`src/rtl/inst_encoder.sv`:
```
// inst_encoder: encodes RV32I field-level requests into instructions, range-checks immediates, buffers results in a FIFO
module inst_encoder #(
  parameter int DEPTH = 2
) (
  input  logic        clk,
  input  logic        rst_n,
  input  logic        in_valid,
  output logic        in_ready,
  input  logic [4:0]  in_fmt,
  input  logic [6:0]  in_opcode,
  input  logic [2:0]  in_funct3,
  input  logic [6:0]  in_funct7,
  input  logic [4:0]  in_rd,
  input  logic [4:0]  in_rs1,
  input  logic [4:0]  in_rs2,
  input  logic [31:0] in_imm,
  output logic        out_valid,
  input  logic        out_ready,
  output logic [31:0] out_inst,
  output logic        out_err,
  output logic [7:0]  err_cnt
);
  localparam int AW = $clog2(DEPTH);
  logic [AW-1:0] wr_q, wr_d, rd_q, rd_d;
  logic [AW:0]   cnt_q, cnt_d;
  logic [7:0]    err_cnt_q, err_cnt_d;
  logic [32:0]   mem_q [DEPTH];
  logic [31:0]   enc;
  logic          multi, bad, err, push, pop;
  assign in_ready  = cnt_q < (AW+1)'(DEPTH);
  assign out_valid = cnt_q != '0;
  assign {out_err, out_inst} = mem_q[rd_q];
  assign err_cnt   = err_cnt_q;
  always_comb begin
    multi = |(in_fmt & (in_fmt - 5'd1));
    enc = in_fmt[0] ? {in_imm[11:0], in_rs1, in_funct3, in_rd, in_opcode} :
          in_fmt[1] ? {in_imm[11:5], in_rs2, in_rs1, in_funct3, in_imm[4:0], in_opcode} :
          in_fmt[2] ? {in_imm[12], in_imm[10:5], in_rs2, in_rs1, in_funct3, in_imm[4:1], in_imm[11], in_opcode} :
          in_fmt[3] ? {in_imm[31:12], in_rd, in_opcode} :
          in_fmt[4] ? {in_imm[20], in_imm[10:1], in_imm[11], in_imm[19:12], in_rd, in_opcode} :
                      {in_funct7, in_rs2, in_rs1, in_funct3, in_rd, in_opcode};
    bad = (in_fmt[0] | in_fmt[1]) ? !(&in_imm[31:11] | ~|in_imm[31:11]) :
          in_fmt[2] ? !(&in_imm[31:12] | ~|in_imm[31:12]) | in_imm[0] :
          in_fmt[3] ? |in_imm[11:0] :
          in_fmt[4] ? !(&in_imm[31:20] | ~|in_imm[31:20]) | in_imm[0] :
                      1'b0;
    err = multi | bad;
    push = in_valid & in_ready;
    pop = out_valid & out_ready;
    wr_d = wr_q + AW'(push);
    rd_d = rd_q + AW'(pop);
    cnt_d = cnt_q + (AW+1)'(push) - (AW+1)'(pop);
    err_cnt_d = (push & err & ~&err_cnt_q) ? err_cnt_q + 8'd1 : err_cnt_q;
  end
  always_ff @(posedge clk or negedge rst_n) begin
    if (!rst_n) begin
      wr_q <= '0;
      rd_q <= '0;
      cnt_q <= '0;
      err_cnt_q <= '0;
      for (int i = 0; i < DEPTH; i++) mem_q[i] <= '0;
    end else begin
      wr_q <= wr_d;
      rd_q <= rd_d;
      cnt_q <= cnt_d;
      err_cnt_q <= err_cnt_d;
      if (push) mem_q[wr_q] <= {err, err ? 32'h0000_0013 : enc};
    end
  end
endmodule

```
`config.mk`:
```
export PLATFORM = sky130hd
export DESIGN_NAME = inst_encoder
export DESIGN_NICKNAME = d
export VERILOG_FILES = /design/src/rtl/inst_encoder.sv
export SDC_FILE = /design/constraint.sdc
export NUM_CORES = 1
export LEC_CHECK = 0
export CAP_MARGIN = 20
export CORE_UTILIZATION = 55
export CTS_BUF_LIST = sky130_fd_sc_hd__clkbuf_2 sky130_fd_sc_hd__clkbuf_4 sky130_fd_sc_hd__clkbuf_8
export DETAILED_ROUTE_END_ITERATION = 10
export DONT_BUFFER_PORTS = 1
export PLACE_DENSITY_LB_ADDON = 0.12
export SYNTH_ARGS = -nofsm -noshare
export SYNTH_HDL_FRONTEND = slang
export SYNTH_SLANG_ARGS = --single-unit
```
`constraint.sdc`:
```
create_clock -name clk -period 3.2 [get_ports clk]
set_input_delay 0.32 -clock clk [delete_from_list [all_inputs] [get_ports clk]]
set_output_delay 0.32 -clock clk [all_outputs]
set_load 0.005 [all_outputs]
```
---- Word level (Yosys, flattened, before mapping) ----
Index checks and enable logic that the tools add are counted.
operators by class
  add/sub/neg operators ................... 6
  order comparisons ....................... 4
  multiplexer cells ....................... 16
  bitwise logic cells ..................... 14
  reductions and logical operators ........ 18
operator list
  operator                                                                       count
  32-bit two-way mux                                                             6
  33-bit two-way mux                                                             4
  66-bit bitwise mux                                                             1
  33-bit demux with 1-bit select                                                 1
  12-bit OR reduction                                                            2
  21-bit AND reduction                                                           1
  21-bit OR reduction                                                            1
  20-bit AND reduction                                                           1
  20-bit OR reduction                                                            1
  12-bit AND reduction                                                           1
  8-bit by 1-bit adder with 8-bit output (second input constant)                 1
  8-bit AND reduction                                                            1
  1-bit logical NOT                                                              7
  1-bit OR                                                                       7
  5-bit AND                                                                      1
  5-bit OR reduction                                                             1
  5-bit by 1-bit subtractor with 5-bit output (second input constant)            1
  1-bit AND                                                                      4
  2-bit >= comparator (second input constant)                                    2
  1-bit two-way mux                                                              4
  1-bit inverter with 2-bit output                                               2
  1-bit adder                                                                    2
  2-bit by 1-bit adder with 2-bit output                                         1
  2-bit by 1-bit less-than comparator with 1-bit output (second input constant)  1
  other kinds (4)                                                                4
storage, ports and cells
  bits in registers ....................... 78
  bits of input ports ..................... 73
  output and inout port bits .............. 43

---- Logic depth before layout (Yosys ltp) ----
  depth in word-level cells ............... 12
  mapped depth ............................ 11
  depth with buffers taken out ............ 7

---- Worst setup path after synthesis ----
No wires, ideal clock.
  kind .................................... input port to flip-flop
  start point ............................. in in_fmt[2]
  end point ............................... reg mem_q[14] (netlist bit)
  library setup time ...................... 0.125 ns
  data arrival time ....................... 1.901 ns
  required time ........................... 3.075 ns
  slack ................................... 1.174 ns
  stages .................................. 8
  buffers on the path ..................... 3
  cell sequence ........................... buf_2 -> or3_1 -> clkbuf_1 -> nor2_2 -> buf_4 -> mux2i_1 -> and2b_1 -> mux2_2
on the way
  longest elaborated chain between the ends .. 6
ends and longest elaborated chain
  item                                         RTL line  source
  start, declared                              9         input logic [4:0] in_fmt,
  5-bit by 1-bit subtractor with 5-bit output  35        multi = |(in_fmt & (in_fmt - 5'd1));
  5-bit AND                                    35
  5-bit OR reduction                           35
  1-bit OR                                     47        err = multi | bad;
  32-bit two-way mux *                         67        if (push) mem_q[wr_q] <= {err, err ? 32'h0000_0013 : enc};
  66-bit bitwise mux *                         67
  end signal, assigned by index                67
  end, declared                                27        logic [32:0] mem_q [DEPTH];
Every way passes the cells marked *; elsewhere a longest branch is shown, timed or not.
A chain may end at the register's enable or synchronous reset.

---- Worst setup path in the final report ----
  start point ............................. reg cnt_q[1]
  end point ............................... reg mem_q[56] (netlist bit)
on the way
  longest elaborated chain between the ends .. 2
ends and longest elaborated chain
  item                        RTL line  source
  start, declared             25        logic [AW:0] cnt_q, cnt_d;
  start signal, assigned      65        cnt_q <= cnt_d;
  2-bit less-than comparator  30        assign in_ready = cnt_q < (AW+1)'(DEPTH);
  1-bit AND                   48        push = in_valid & in_ready;
No other way between the ends.

==> flow_metrics.env <==
export IMPL_grt_total_usage_pct=24.2
export IMPL_ios=116
export IMPL_dieArea_um2=8290
export IMPL_end_kind="flip-flop"
export IMPL_vias=3106
export IMPL_antenna_left=0
export IMPL_p_leak_nw=2.10
export IMPL_slew_headroom_pct=41.5
export IMPL_ys_ff_latch=78
export IMPL_finalCriticalPeriod_ns=2.18
export IMPL_start_util_pct=56.8
export IMPL_yosys_most_used_dff="dfrtp_1"
export IMPL_final_cell_mix="mux2_2 (77), dfrtp_1 (77), a21oi_1 (32)"
export IMPL_path_max_fanout=32
export IMPL_finalInstanceArea_um2=4650
export IMPL_hpwlAfterDp_um=6700
export IMPL_synthToLayoutAreaGrowth_pct=6.59
export IMPL_synth_distinct_cells=43
export IMPL_yosysSeqAreaShare_pct=44.7
export IMPL_post_drt_wl_per_cell_um=19.3
export IMPL_num_fill_cells=663
export IMPL_drv_cap=0
export IMPL_h_tree_depth=3
export IMPL_synth_edf_count=0
export IMPL_placed_area_um2=4390
export IMPL_grt_pass1_vias=3030
export IMPL_slew_violations=0
export IMPL_power_density_nw_per_um2=606
export IMPL_post_route_period_util_pct=68.0
export IMPL_die_w_um=91.1
export IMPL_clock_tree_root_cell="clkbuf_8"
export IMPL_finalSetupViolations=0
export IMPL_required_ns=3.43
export IMPL_drive_gt1_share_pct=25.6
export IMPL_cp_start_kind="flip-flop"
export IMPL_async_flop_share_pct=100
export IMPL_worst_setup_path_type="flip-flop to flip-flop"
export IMPL_arrival_ns=2.41
export IMPL_vias_per_cell=6.11
export IMPL_avgSynthCellArea_um2=10.6
export IMPL_drtPass1Iterations=4
export IMPL_grt_antenna_before_repair=0
export IMPL_ir_worst_vdd_uv=653
export IMPL_wl_met3_um=1000
export IMPL_synth_fp_nets=490
export IMPL_final_nets=479
export IMPL_syn_area_um2=4360
export IMPL_rsz0062_at_grt="false"
export IMPL_status="completed"
export IMPL_fin_tns_setup_ns=0
export IMPL_max_freq_mhz=459
export IMPL_route_met2_wl_um=4510
export IMPL_antenna_cells=0
export IMPL_cts_resized=0
export IMPL_power_mw=2.82
export IMPL_fin_skew_ns=0.0168
export IMPL_drt_iter0_markers=177
export IMPL_worstHoldPathType="input pin to flip-flop"
export IMPL_cts_buffer_depth=2
export IMPL_drc=0
export IMPL_clock_sinks=78
export IMPL_gp_congestion=0.978
export IMPL_grt_pass1_wl_um=15400
export IMPL_io_buffers=0
export IMPL_yosysWarnings=0
export IMPL_tritoncts="built"
export IMPL_timing_final_hold_violations=0
export IMPL_clkTransAtPathRegs_ns=0.09
export IMPL_tightest_slew_ns=0.877
export IMPL_rows=32
export IMPL_grt_overflow_total=0
export IMPL_grt_max_degree=79
export IMPL_cts_buffers=9
export IMPL_fp_dieH_um=91.1
export IMPL_syn_inst=412
export IMPL_top_layer_used="met4"
export IMPL_core_area_um2=7690
export IMPL_clkLatencyLatePin_ns=0.36
export IMPL_postCtsSetupBuffers=0
export IMPL_wl_met1_um=4110
export IMPL_wirelength_um=9820
[worst max-delay path, stage by stage (launching register included)]
cell	delay (ns)
dfrtp_1	0.43
nor2b_1	0.36
ha_2	0.83
mux2_2	0.42
[flip-flops by register name, summed over array words and instances (netlist names)]
| register | count |
|---|---|
| wr_q | 1 |
| mem_q | 66 |
| cnt_q | 2 |
| rd_q | 1 |
| err_cnt | 8 |
[final timing paths]
path	from	slack [ns]	end	cells after the start
setup / recovery	cnt_q[1]	1.02	mem_q[56]	3
hold / removal	in_opcode[2]	0.10	mem_q[2]	2
setup reg to reg	cnt_q[1]	1.02	mem_q[56]	3
hold reg to reg	mem_q[57]	0.51	mem_q[57]	1
max in group asynchronous	rst_n	2.34	mem_q[52]	2
min in group asynchronous	rst_n	0.53	mem_q[60]	2
[routing by layer]
layer	vias up	GRT usage, %
li1	1447	-
met3	15	7.37
met1	1511	30.4
met5	-	0
met2	133	38.3
met4	0	11.4
[per-stage QoR]
stage	cells	hold WS [ns]	util, %	setup slack, ns
floorplan	412	0.0244	-	1.17
global placement	490	0.0260	57.1	0.855
detailed placement	490	0.0261	57.1	0.773
CTS	508	0.0857	60.5	0.978
global route	508	0.101	60.5	0.835
finish	508	0.103	60.5	1.02
[where the power goes]
| part | internal [mW] | total (mW) | leakage [nW] | switching, mW |
|---|---|---|---|---|
| Combinational | 0.340 | 0.643 | 0.961 | 0.303 |
| Clock | 0.455 | 0.833 | 0.111 | 0.378 |
| Sequential | 1.14 | 1.34 | 1.02 | 0.202 |
[synthesized netlist by cell type, types with 3 or more instances]
cell type	instances	area share [%]
nor3b_1	7	1.2
buf_2	7	0.80
nand2_1	11	0.95
and2b_1	11	1.9
a21oi_1	32	3.7
nand4_1	7	1.0
o21ai_0	20	2.3
dfrtp_1	78	45
o22ai_1	5	0.72
nand3_1	15	1.7
nor2_1	21	1.8
buf_4	3	0.52
and2_1	7	1.0
inv_1	16	1.4
clkbuf_1	12	1.0
a22oi_1	6	1.0
mux2i_1	15	3.4
buf_6	3	0.77
mux2_2	77	20
nor2b_1	11	1.6
nor3_1	4	0.46
ha_1	5	1.4
nor4_1	8	1.1
xor2_1	7	1.4
[cell families after synthesis]
group	count (synthesis)	share of synthesized area, %
AOI/OAI and AO/OA	75	9.92
xor gates and xnor gates	9	1.81
adders and majority gates	6	1.66
buffers and inverters	44	4.76
DFF	78	44.7
muxes	92	23.3
and+or+nand+nor	108	13.8
[final cells by class]
| class | instances | area, µm² | area share [%] |
|---|---|---|---|
| clock buffers | 10 | 131 | 2.82 |
| clock inverters | 6 | 93.8 | 2.02 |
| inverters | 17 | 63.8 | 1.37 |
| multi-input cells | 290 | 2210 | 47.5 |
| flip-flops and latches | 78 | 1950 | 42.0 |
| well taps | 102 | 128 | 2.74 |
| repair buffers | 5 | 72.6 | 1.56 |
[what timing repair did]
action	CTS	global route
setup endpoints to repair	0	0
hold buffers	2	0
hold endpoints to repair	78	0
Note: power is estimated with default switching activity, not from simulation.
